### src/rtl/croma_config_fsm.sv
// rtl/croma_config_fsm.sv - debounced colour/tone editor that commits shadows to live outputs on Vsinc fall
module croma_config_fsm #(
  parameter int         DB_CYCLES = 250000,
  parameter int         TON_STEP  = 16,
  parameter logic [7:0] TON_RST   = 8'h80
) (
  input  logic       Clk,
  input  logic       reset,
  input  logic       Up,
  input  logic       Down,
  input  logic       TC,
  input  logic       Lp,
  input  logic       Vsinc,
  output logic [2:0] ColorL,
  output logic [2:0] ColorP,
  output logic [7:0] ton,
  output logic       sel_letra,
  output logic       sel_tono,
  output logic       pendiente
);

  localparam int CW = $clog2(DB_CYCLES);

  typedef enum logic [1:0] {IDLE, PEND, COMMIT} state_t;

  state_t        r_state;
  logic [3:0]    r_sync1, r_sync2, r_acc, r_press;
  logic [CW-1:0] r_cnt [4];
  logic          r_vs_d;
  logic [2:0]    r_sh_l, r_sh_p;
  logic [7:0]    r_sh_ton;

  logic [3:0]    w_raw;
  logic          w_lp, w_tc, w_up, w_dn, w_edit, w_vs_fall;
  logic [8:0]    w_ton_sum, w_ton_diff;
  logic [7:0]    w_ton_new;
  logic [2:0]    w_col_sel, w_col_new;

  assign w_raw = {Lp, TC, Down, Up};

  // Counter only runs while the synchronised level disagrees with the accepted one.
  always_ff @(posedge Clk or posedge reset) begin
    if (reset) begin
      r_sync1 <= '0;
      r_sync2 <= '0;
      r_acc   <= '0;
      r_press <= '0;
      for (int i = 0; i < 4; i++) r_cnt[i] <= '0;
    end else begin
      r_sync1 <= w_raw;
      r_sync2 <= r_sync1;
      for (int i = 0; i < 4; i++) begin
        r_press[i] <= 1'b0;
        if (r_sync2[i] == r_acc[i]) begin
          r_cnt[i] <= '0;
        end else if (r_cnt[i] == CW'(DB_CYCLES - 1)) begin
          r_cnt[i]   <= '0;
          r_acc[i]   <= r_sync2[i];
          r_press[i] <= r_sync2[i];
        end else begin
          r_cnt[i] <= r_cnt[i] + CW'(1);
        end
      end
    end
  end

  assign w_lp      = r_press[3];
  assign w_tc      = r_press[2] & ~r_press[3];
  assign w_up      = r_press[0] & ~r_press[1] & ~r_press[2] & ~r_press[3];
  assign w_dn      = r_press[1] & ~r_press[0] & ~r_press[2] & ~r_press[3];
  assign w_edit    = w_up | w_dn;
  assign w_vs_fall = r_vs_d & ~Vsinc;

  assign w_ton_sum  = {1'b0, r_sh_ton} + 9'(TON_STEP);
  assign w_ton_diff = {1'b0, r_sh_ton} - 9'(TON_STEP);
  assign w_ton_new  = w_up ? (w_ton_sum[8] ? 8'hFF : w_ton_sum[7:0])
                           : (w_ton_diff[8] ? 8'h00 : w_ton_diff[7:0]);
  assign w_col_sel  = sel_letra ? r_sh_l : r_sh_p;
  assign w_col_new  = w_up ? w_col_sel + 3'd1 : w_col_sel - 3'd1;

  always_ff @(posedge Clk or posedge reset) begin
    if (reset) begin
      r_state   <= IDLE;
      r_vs_d    <= 1'b1;
      ColorL    <= 3'b111;
      ColorP    <= 3'b000;
      ton       <= TON_RST;
      r_sh_l    <= 3'b111;
      r_sh_p    <= 3'b000;
      r_sh_ton  <= TON_RST;
      sel_letra <= 1'b1;
      sel_tono  <= 1'b0;
      pendiente <= 1'b0;
    end else begin
      r_vs_d <= Vsinc;
      if (w_lp) sel_letra <= ~sel_letra;
      if (w_tc) sel_tono  <= ~sel_tono;
      if (w_edit) begin
        if (sel_tono)       r_sh_ton <= w_ton_new;
        else if (sel_letra) r_sh_l   <= w_col_new;
        else                r_sh_p   <= w_col_new;
      end
      case (r_state)
        IDLE: begin
          if (w_edit) begin
            r_state   <= PEND;
            pendiente <= 1'b1;
          end
        end
        PEND: begin
          if (w_vs_fall) r_state <= COMMIT;
        end
        COMMIT: begin
          // Copies pre-edit shadows; an edit landing now waits for the next frame.
          ColorL    <= r_sh_l;
          ColorP    <= r_sh_p;
          ton       <= r_sh_ton;
          r_state   <= w_edit ? PEND : IDLE;
          pendiente <= w_edit;
        end
        default: begin
          r_state   <= IDLE;
          pendiente <= 1'b0;
        end
      endcase
    end
  end

endmodule

### config.mk
export PLATFORM = sky130hd
export DESIGN_NAME = croma_config_fsm
export DESIGN_NICKNAME = d
export VERILOG_FILES = /design/src/rtl/croma_config_fsm.sv
export SDC_FILE = /design/constraint.sdc
export NUM_CORES = 1
export LEC_CHECK = 0
export ABC_AREA = 1
export ABC_CLOCK_PERIOD_IN_PS = 4200
export CORE_ASPECT_RATIO = 1.4
export CORE_MARGIN = 2
export CORE_UTILIZATION = 60
export CTS_BUF_LIST = sky130_fd_sc_hd__clkbuf_16
export DETAILED_ROUTE_END_ITERATION = 10
export GPL_TIMING_DRIVEN = 0
export PLACE_DENSITY = 0.79
export RECOVER_POWER = 25
export SYNTH_ARGS = -nofsm -noshare
export SYNTH_HDL_FRONTEND = slang
export SYNTH_SLANG_ARGS = --single-unit
### constraint.sdc
create_clock -name Clk -period 4.2 [get_ports Clk]
set_clock_uncertainty 0.2 [all_clocks]
set_input_delay 0.63 -clock Clk [delete_from_list [all_inputs] [get_ports Clk]]
set_output_delay 0.63 -clock Clk [all_outputs]
set_load 0.02 [all_outputs]
==> flow_summary.yaml, run 1 <==
run_status:
  outcome: "complete, but fails checks"
  failing_checks: "capacitance limit, slew limit"
logic_synthesis:
  syn_area_per_cell_um2: 7.87
  synth_cell_types: 37
  synth.yosys.seq_area_share: 0.487
  synth_fp_nets: 775
  netlist_area_um2: 5990
  synth_seq_cells: 116
  synthesis.yosys.warnings: 0
  synthCells: 761
pwr:
  peak_ir_drop_on_the_vdd_network_mv: 0.295
  p_leak_uw: 0.00301
  total_power_uw: 2610
  power-per-cell-area_nw_per_um2: 373
sta:
  timing.final.crit_period_ns: 2.50
  report.final.slew_viol_count: 44
  final_critical_path_setup_slack_ns: 1.70
  setup_viol_count_final: 0
  period_utilization: 0.595
  hold_viol_final: 0
  max_slew_margin: -0.348
  setup_repair_after_global_routing_missed_its_margin: "no"
  achievable-frequency_ghz: 0.400
  worst-slew-pin-transition_ns: 2.01
place:
  dpl-instance-area_um2: 6420
  hpwl_um: 8650
  gpl.final_weighted_congestion: 0.916
  port_buf_inserts: 23
  place_worst_setup_slack_ns: 2.00
  dp_cells: 920
critical_path:
  worst_reg2reg_startpoint: "sel_letra"
  critPathMaxStageDelay_ns: 0.53
  cp.arrival_ns: 2.60
  cp.buffers_inverters: 1
  crit_top_cell: "sky130_fd_sc_hd__nand2_1"
  end_kind: "register"
  worstReg2RegEnd: "r_sh_p[2]"
  cp.depth: 9
  crit_family: "flip-flops"
  cp_max_fo: 10
  critical_path.cell_chain: "clkbuf_1 > o21ai_0 > fa_1 > o211ai_1 > nand2_1 > nand2_1 > nand2_1 > nand2_1 > nand2_1"
  critPathSlowestCell: "sky130_fd_sc_hd__dfstp_2"
  worst_ep_required_time_ns: 4.30
  r2r_setup_slack_ns: 1.70
  reg2reg_depth: 9
  criticalPathCategory: "register to register"
  timing.critical_path.from_type: "register"
cells_and_area:
  most_common_library_cell_in_the_layout_ignoring_fill_and_taps: "sky130_fd_sc_hd__nor2_1"
  number_of_antenna_diodes: 0
  fillers: 788
  highest_count_cells_in_the_layout_ignoring_fill_and_taps: "183 x sky130_fd_sc_hd__nor2_1, 175 x sky130_fd_sc_hd__nand2_1, 106 x sky130_fd_sc_hd__dfrtp_1, 68 x sky130_fd_sc_hd__inv_1, 52 x sky130_fd_sc_hd__nand3_1"
  nets: 818
  post_layout_inst_area_um2: 6990
  final_layout_size_suffix_gt1_frac: 0.0906
  areaGrowthSynthToFinish_pct: 16.6
  final_cells: 952
drt:
  drtPass1Iterations: 7
  ant_nets_after_route: 0
  detail_route.drc_violations: 0
  route.detailed.vias_per_inst: 5.25
  detail_route.wirelength_um: 12300
  wire_per_inst_um: 12.9
  first_iter_violations: 290
  dr_total_vias: 4995
job:
  max-cap-violations: 1
floorplan:
  initial_utilization: 0.612
  placeable_core_area_um2: 9790
  number_of_placement_rows: 43
  chipWidth_um: 88.5
  die_height_um: 122
  die_area_um2: 10800
  io_pins: 24
cts:
  cts.path.max_buffers: 2
  clkLatencyLatePin_ns: 0.41
  tritoncts.num_buffers: 17
  clk_pin_slew_worst_paths_ns: 0.06
  cts.sinks: 116
  htree_levels: 4
  post_cts_resized: 0
  cts_hold_repair.buffers: 0
  cts.root.buffer_cell: "sky130_fd_sc_hd__clkbuf_16"
  tritoncts: "yes"
  post_cts_setup_repair_bufs: 0
global_route:
  vias_in_the_first_global_route: 4903
  grt_start_max_net_pins: 74
  antenna_found_initial: 0
  grt_first_pass_wirelength_um: 21300
  grt-ovfl-total: 0
  globalRouteTotalUtil: 0.252
hold_path:
  worst_hold_path_cells: 0
  min_path_type: "register to register"
  destination_of_the_worst_hold_path: "r_sync2[0]"
  min-delay-start: "r_sync1[0]"
==> logic make-up after synthesis <==
| family | Yosys count | synth area share |
|---|---|---|
| xor+xnor | 41 | 0.0624 |
| buf+inv | 79 | 0.0516 |
| compound gates | 46 | 0.0401 |
| simple gates | 469 | 0.338 |
| flops | 116 | 0.487 |
| fa+ha+maj | 7 | 0.0159 |
| mux | 3 | 0.00564 |
==> metrics by stage <==
| step | setup TNS [ns] | utilization | hold slack (ns) |
|---|---|---|---|
| 6_report | 0 | 0.714 | 0.154 |
| 3_5_place_dp | 0 | 0.656 | 0.142 |
| 3_3_place_gp | -125.31 | 0.653 | 0.133 |
| 2_1_floorplan | 0 | - | 0.131 |
| 5_1_grt | 0 | 0.714 | 0.169 |
| 4_1_cts | 0 | 0.716 | 0.157 |
==> cell usage after synthesis, drive strengths merged <==
cell,count,area share
nand4,17,0.018
nor4,1,0.0010
nand2,179,0.11
nand3b,2,0.0025
fa,1,0.0033
dfrtp,106,0.44
xnor2,9,0.014
mux2,3,0.0056
clkbuf,2,0.0013
nor3b,3,0.0038
and2,6,0.0063
ha,6,0.013
o21ai,36,0.030
buf,4,0.0046
a21oi,5,0.0042
inv,73,0.046
dfstp,10,0.044
o211ai,1,0.0013
o31ai,1,0.0013
a211oi,1,0.0013
nor3,16,0.020
xor2,32,0.048
nor2,189,0.12
a31oi,2,0.0021
nand3,56,0.050
==> layer usage <==
layer | wire length (µm) | GRT usage
met3 | 379 | 0.0484
met1 | 4980 | 0.295
met4 | 448 | 0.124
met5 | 0 | 0
met2 | 6460 | 0.438
==> power by group <==
group          internal [µW]  switching, µW  leakage (µW)
Sequential              1130           9.41       0.00156
Clock                    874            527      0.000269
Combinational           18.0           45.4       0.00119
Total                   2020            582       0.00301
==> sequential cells by signal, indices dropped and copies added, names as in the netlist <==
register,count
r_cnt,72
r_sh_ton,5
ton,5
r_acc,4
r_press,4
r_sync1,4
r_sync2,4
ColorL,3
ColorP,3
r_sh_l,3
r_sh_p,3
r_state,2
pendiente,1
r_vs_d,1
sel_letra,1
sel_tono,1
==> cell type report <==
class,instances,area (µm²),area share
sequential,116,2920,0.417
multi-input combinational,566,2750,0.394
clock buffer,17,425,0.0609
inverter,73,275,0.0394
timing repair buffer,24,258,0.0369
tap,135,169,0.0242
clock inverter,15,161,0.0231
buffer,6,33.8,0.00483
==> worst max path at each step <==
stage / slack, ns / start / end
final: 1.70 / sel_letra / r_sh_p[2]
after global routing: 1.42 / reset / r_cnt[32]
after CTS: 1.82 / ColorL[1] / ColorL[1]
after detailed placement: 2.00 / sel_letra / r_sh_p[2]
after global placement: -1.18 / reset / r_cnt[32]
after floorplan: 0.31 / reset / ColorP[0]
No activity file was read; power rests on OpenSTA's default activity.
==> run 2: changes to the inputs <==
--- a/config.mk
+++ b/config.mk
@@ -6,14 +6,14 @@
 export NUM_CORES = 1
 export LEC_CHECK = 0
 export ABC_AREA = 1
-export ABC_CLOCK_PERIOD_IN_PS = 4200
+export ABC_CLOCK_PERIOD_IN_PS = 2000
 export CORE_ASPECT_RATIO = 1.4
 export CORE_MARGIN = 2
-export CORE_UTILIZATION = 60
+export CORE_UTILIZATION = 55
 export CTS_BUF_LIST = sky130_fd_sc_hd__clkbuf_16
 export DETAILED_ROUTE_END_ITERATION = 10
 export GPL_TIMING_DRIVEN = 0
-export PLACE_DENSITY = 0.79
+export PLACE_DENSITY = 0.76
 export RECOVER_POWER = 25
 export SYNTH_ARGS = -nofsm -noshare
 export SYNTH_HDL_FRONTEND = slang
==> constraint.sdc (replaced) <==
create_clock -name Clk -period 2 [get_ports Clk]
set_clock_uncertainty 0.2 [all_clocks]
set_input_delay 0.3 -clock Clk [delete_from_list [all_inputs] [get_ports Clk]]
set_output_delay 0.3 -clock Clk [all_outputs]
set_load 0.02 [all_outputs]
==> flow_summary.yaml, run 2 (synthesis gave the netlist of run 1 again) <==
run_status:
  outcome: "finished clean"
global_route:
  grt_start_max_net_pins: 44
  grt.busiest_layer: "met2"
  met1_usage_grt: 0.266
  antenna_found_initial: 0
  grt-ovfl-total: 0
  globalRouteTotalUtil: 0.234
  grt_first_pass_wirelength_um: 22300
  groute.layer.met2.usage: 0.408
  vias_in_the_first_global_route: 5159
  grt_util_met3: 0.0554
cts:
  cts.path.max_buffers: 2
  clk_pin_slew_worst_paths_ns: 0.05
  tritoncts: "yes"
  cts.sinks: 116
  post_cts_setup_repair_bufs: 0
  clkLatencyLatePin_ns: 0.41
  cts.root.buffer_cell: "sky130_fd_sc_hd__clkbuf_16"
  tritoncts.num_buffers: 17
  htree_levels: 4
pwr:
  total_power_uw: 5590
  p_leak_uw: 0.00308
  power-per-cell-area_nw_per_um2: 794
  peak_ir_drop_on_the_vdd_network_mv: 0.529
floorplan:
  die_area_um2: 11800
  die_height_um: 128
  io_pins: 24
  chipWidth_um: 92.2
  placeable_core_area_um2: 10800
  number_of_placement_rows: 45
  initial_utilization: 0.557
drt:
  wire_per_inst_um: 12.9
  detail_route.drc_violations: 0
  ant_nets_after_route: 0
  route.detailed.vias_per_inst: 5.25
  detail_route.wirelength_um: 12400
  first_iter_violations: 289
  drtPass1Iterations: 6
  dr_total_vias: 5039
critical_path:
  critPathSlowestCell: "sky130_fd_sc_hd__clkdlybuf4s50_1"
  critPathMaxStageDelay_ns: 0.62
  end_kind: "output pin"
  cp_max_fo: 5
  critical_path.cell_chain: "clkdlybuf4s50_1"
  worst_ep_required_time_ns: 1.50
  crit_family: "buffers and inverters"
  cp.arrival_ns: 1.43
  timing.critical_path.from_type: "register"
  cp.buffers_inverters: 1
  criticalPathCategory: "register to output pin"
cells_and_area:
  final_layout_size_suffix_gt1_frac: 0.0978
  areaGrowthSynthToFinish_pct: 17.3
  top_register: "r_cnt"
  number_of_antenna_diodes: 0
  highest_count_cells_in_the_layout_ignoring_fill_and_taps: "182 x sky130_fd_sc_hd__nor2_1, 175 x sky130_fd_sc_hd__nand2_1, 106 x sky130_fd_sc_hd__dfrtp_1, 66 x sky130_fd_sc_hd__inv_1, 52 x sky130_fd_sc_hd__nand3_1"
  top_regs: "r_cnt x72, r_sh_ton x5, ton x5"
  nets: 819
  final_cells: 959
  most_common_library_cell_in_the_layout_ignoring_fill_and_taps: "sky130_fd_sc_hd__nor2_1"
  largest_register_ff_count: 72
  post_layout_inst_area_um2: 7030
sta:
  timing.final.crit_period_ns: 1.93
  setup_viol_count_final: 0
  totalNegativeSetupSlack_ns: 0
  max_slew_margin: 0.367
  achievable-frequency_ghz: 0.518
  hold_viol_final: 0
  report.final.slew_viol_count: 0
  setup_repair_after_global_routing_missed_its_margin: "no"
  period_utilization: 0.966
  worst-slew-pin-transition_ns: 0.947
  finalHoldWorstSlack_ns: 0.152
place:
  port_buf_inserts: 23
  gpl.final_weighted_congestion: 0.915
  dpl-instance-area_um2: 6450
  hpwl_um: 9000
  dp_cells: 927
hold_path:
  min_path_type: "register to register"
job:
  max-cap-violations: 0
==> run 2: cell types whose count changed in the layout (fill, tap and decap cells not counted), moves of 2 or more <==
cell / change
sky130_fd_sc_hd__clkdlybuf4s50_1: -9
sky130_fd_sc_hd__dlygate4sd2_1: +9
sky130_fd_sc_hd__clkinv_4: -3
sky130_fd_sc_hd__buf_12: +2
sky130_fd_sc_hd__inv_1: -2
sky130_fd_sc_hd__inv_6: +2
sky130_fd_sc_hd__o21ai_0: -2
==> run 2: cell type report <==
type | count | area, µm²
Clock inverter | 15 | 180
Multi-Input combinational cell | 566 | 2760
Tap cell | 141 | 176
Timing Repair Buffer | 25 | 259
Inverter | 73 | 278
Buffer | 6 | 41.3
Sequential cell | 116 | 2920
Fill cell | 896 | 3720
Clock buffer | 17 | 425
==> run 2: path summary, 6_finish.rpt <==
check                            from         end  slack [ns]  depth (start not counted)
min                        r_sync1[3]  r_sync2[3]        0.15                          0
max reg2reg                 sel_letra   r_sh_p[2]        0.10                          9
min reg2reg                r_sync1[3]  r_sync2[3]        0.15                          0
min in group asynchronous       reset   r_cnt[39]        0.37                          2
max                            ton[3]      ton[0]        0.07                          1
max in group asynchronous       reset      r_vs_d        0.23                          4
==> run 2: metrics by stage <==
| step | worst slack, ns | util |
|---|---|---|
| 2_1_floorplan | 0.0228 | - |
| 3_3_place_gp | -0.952 | 0.596 |
| 3_5_place_dp | -0.141 | 0.600 |
| 4_1_cts | 0.00206 | 0.655 |
| 5_1_grt | 0.0141 | 0.654 |
| 6_report | 0.0690 | 0.654 |
==> run 2: what timing repair did <==
item,in CTS,in global routing
pin swaps,0,1
hold buffers,0,0
gates resized for setup,10,3
endpoints found under the setup margin,11,4
==> run 2: routing by layer <==
layer	wire length, µm	vias to the layer above
met2	6370	137
met5	0	-
met4	405	0
met1	5140	2350
li1	-	2507
met3	450	45
==> run 2: power by group <==
group	internal (µW)	switching, µW	total (µW)
logic	40.9	95.5	136
registers	2380	22.5	2400
clock network	1960	1090	3050
total	4380	1200	5590
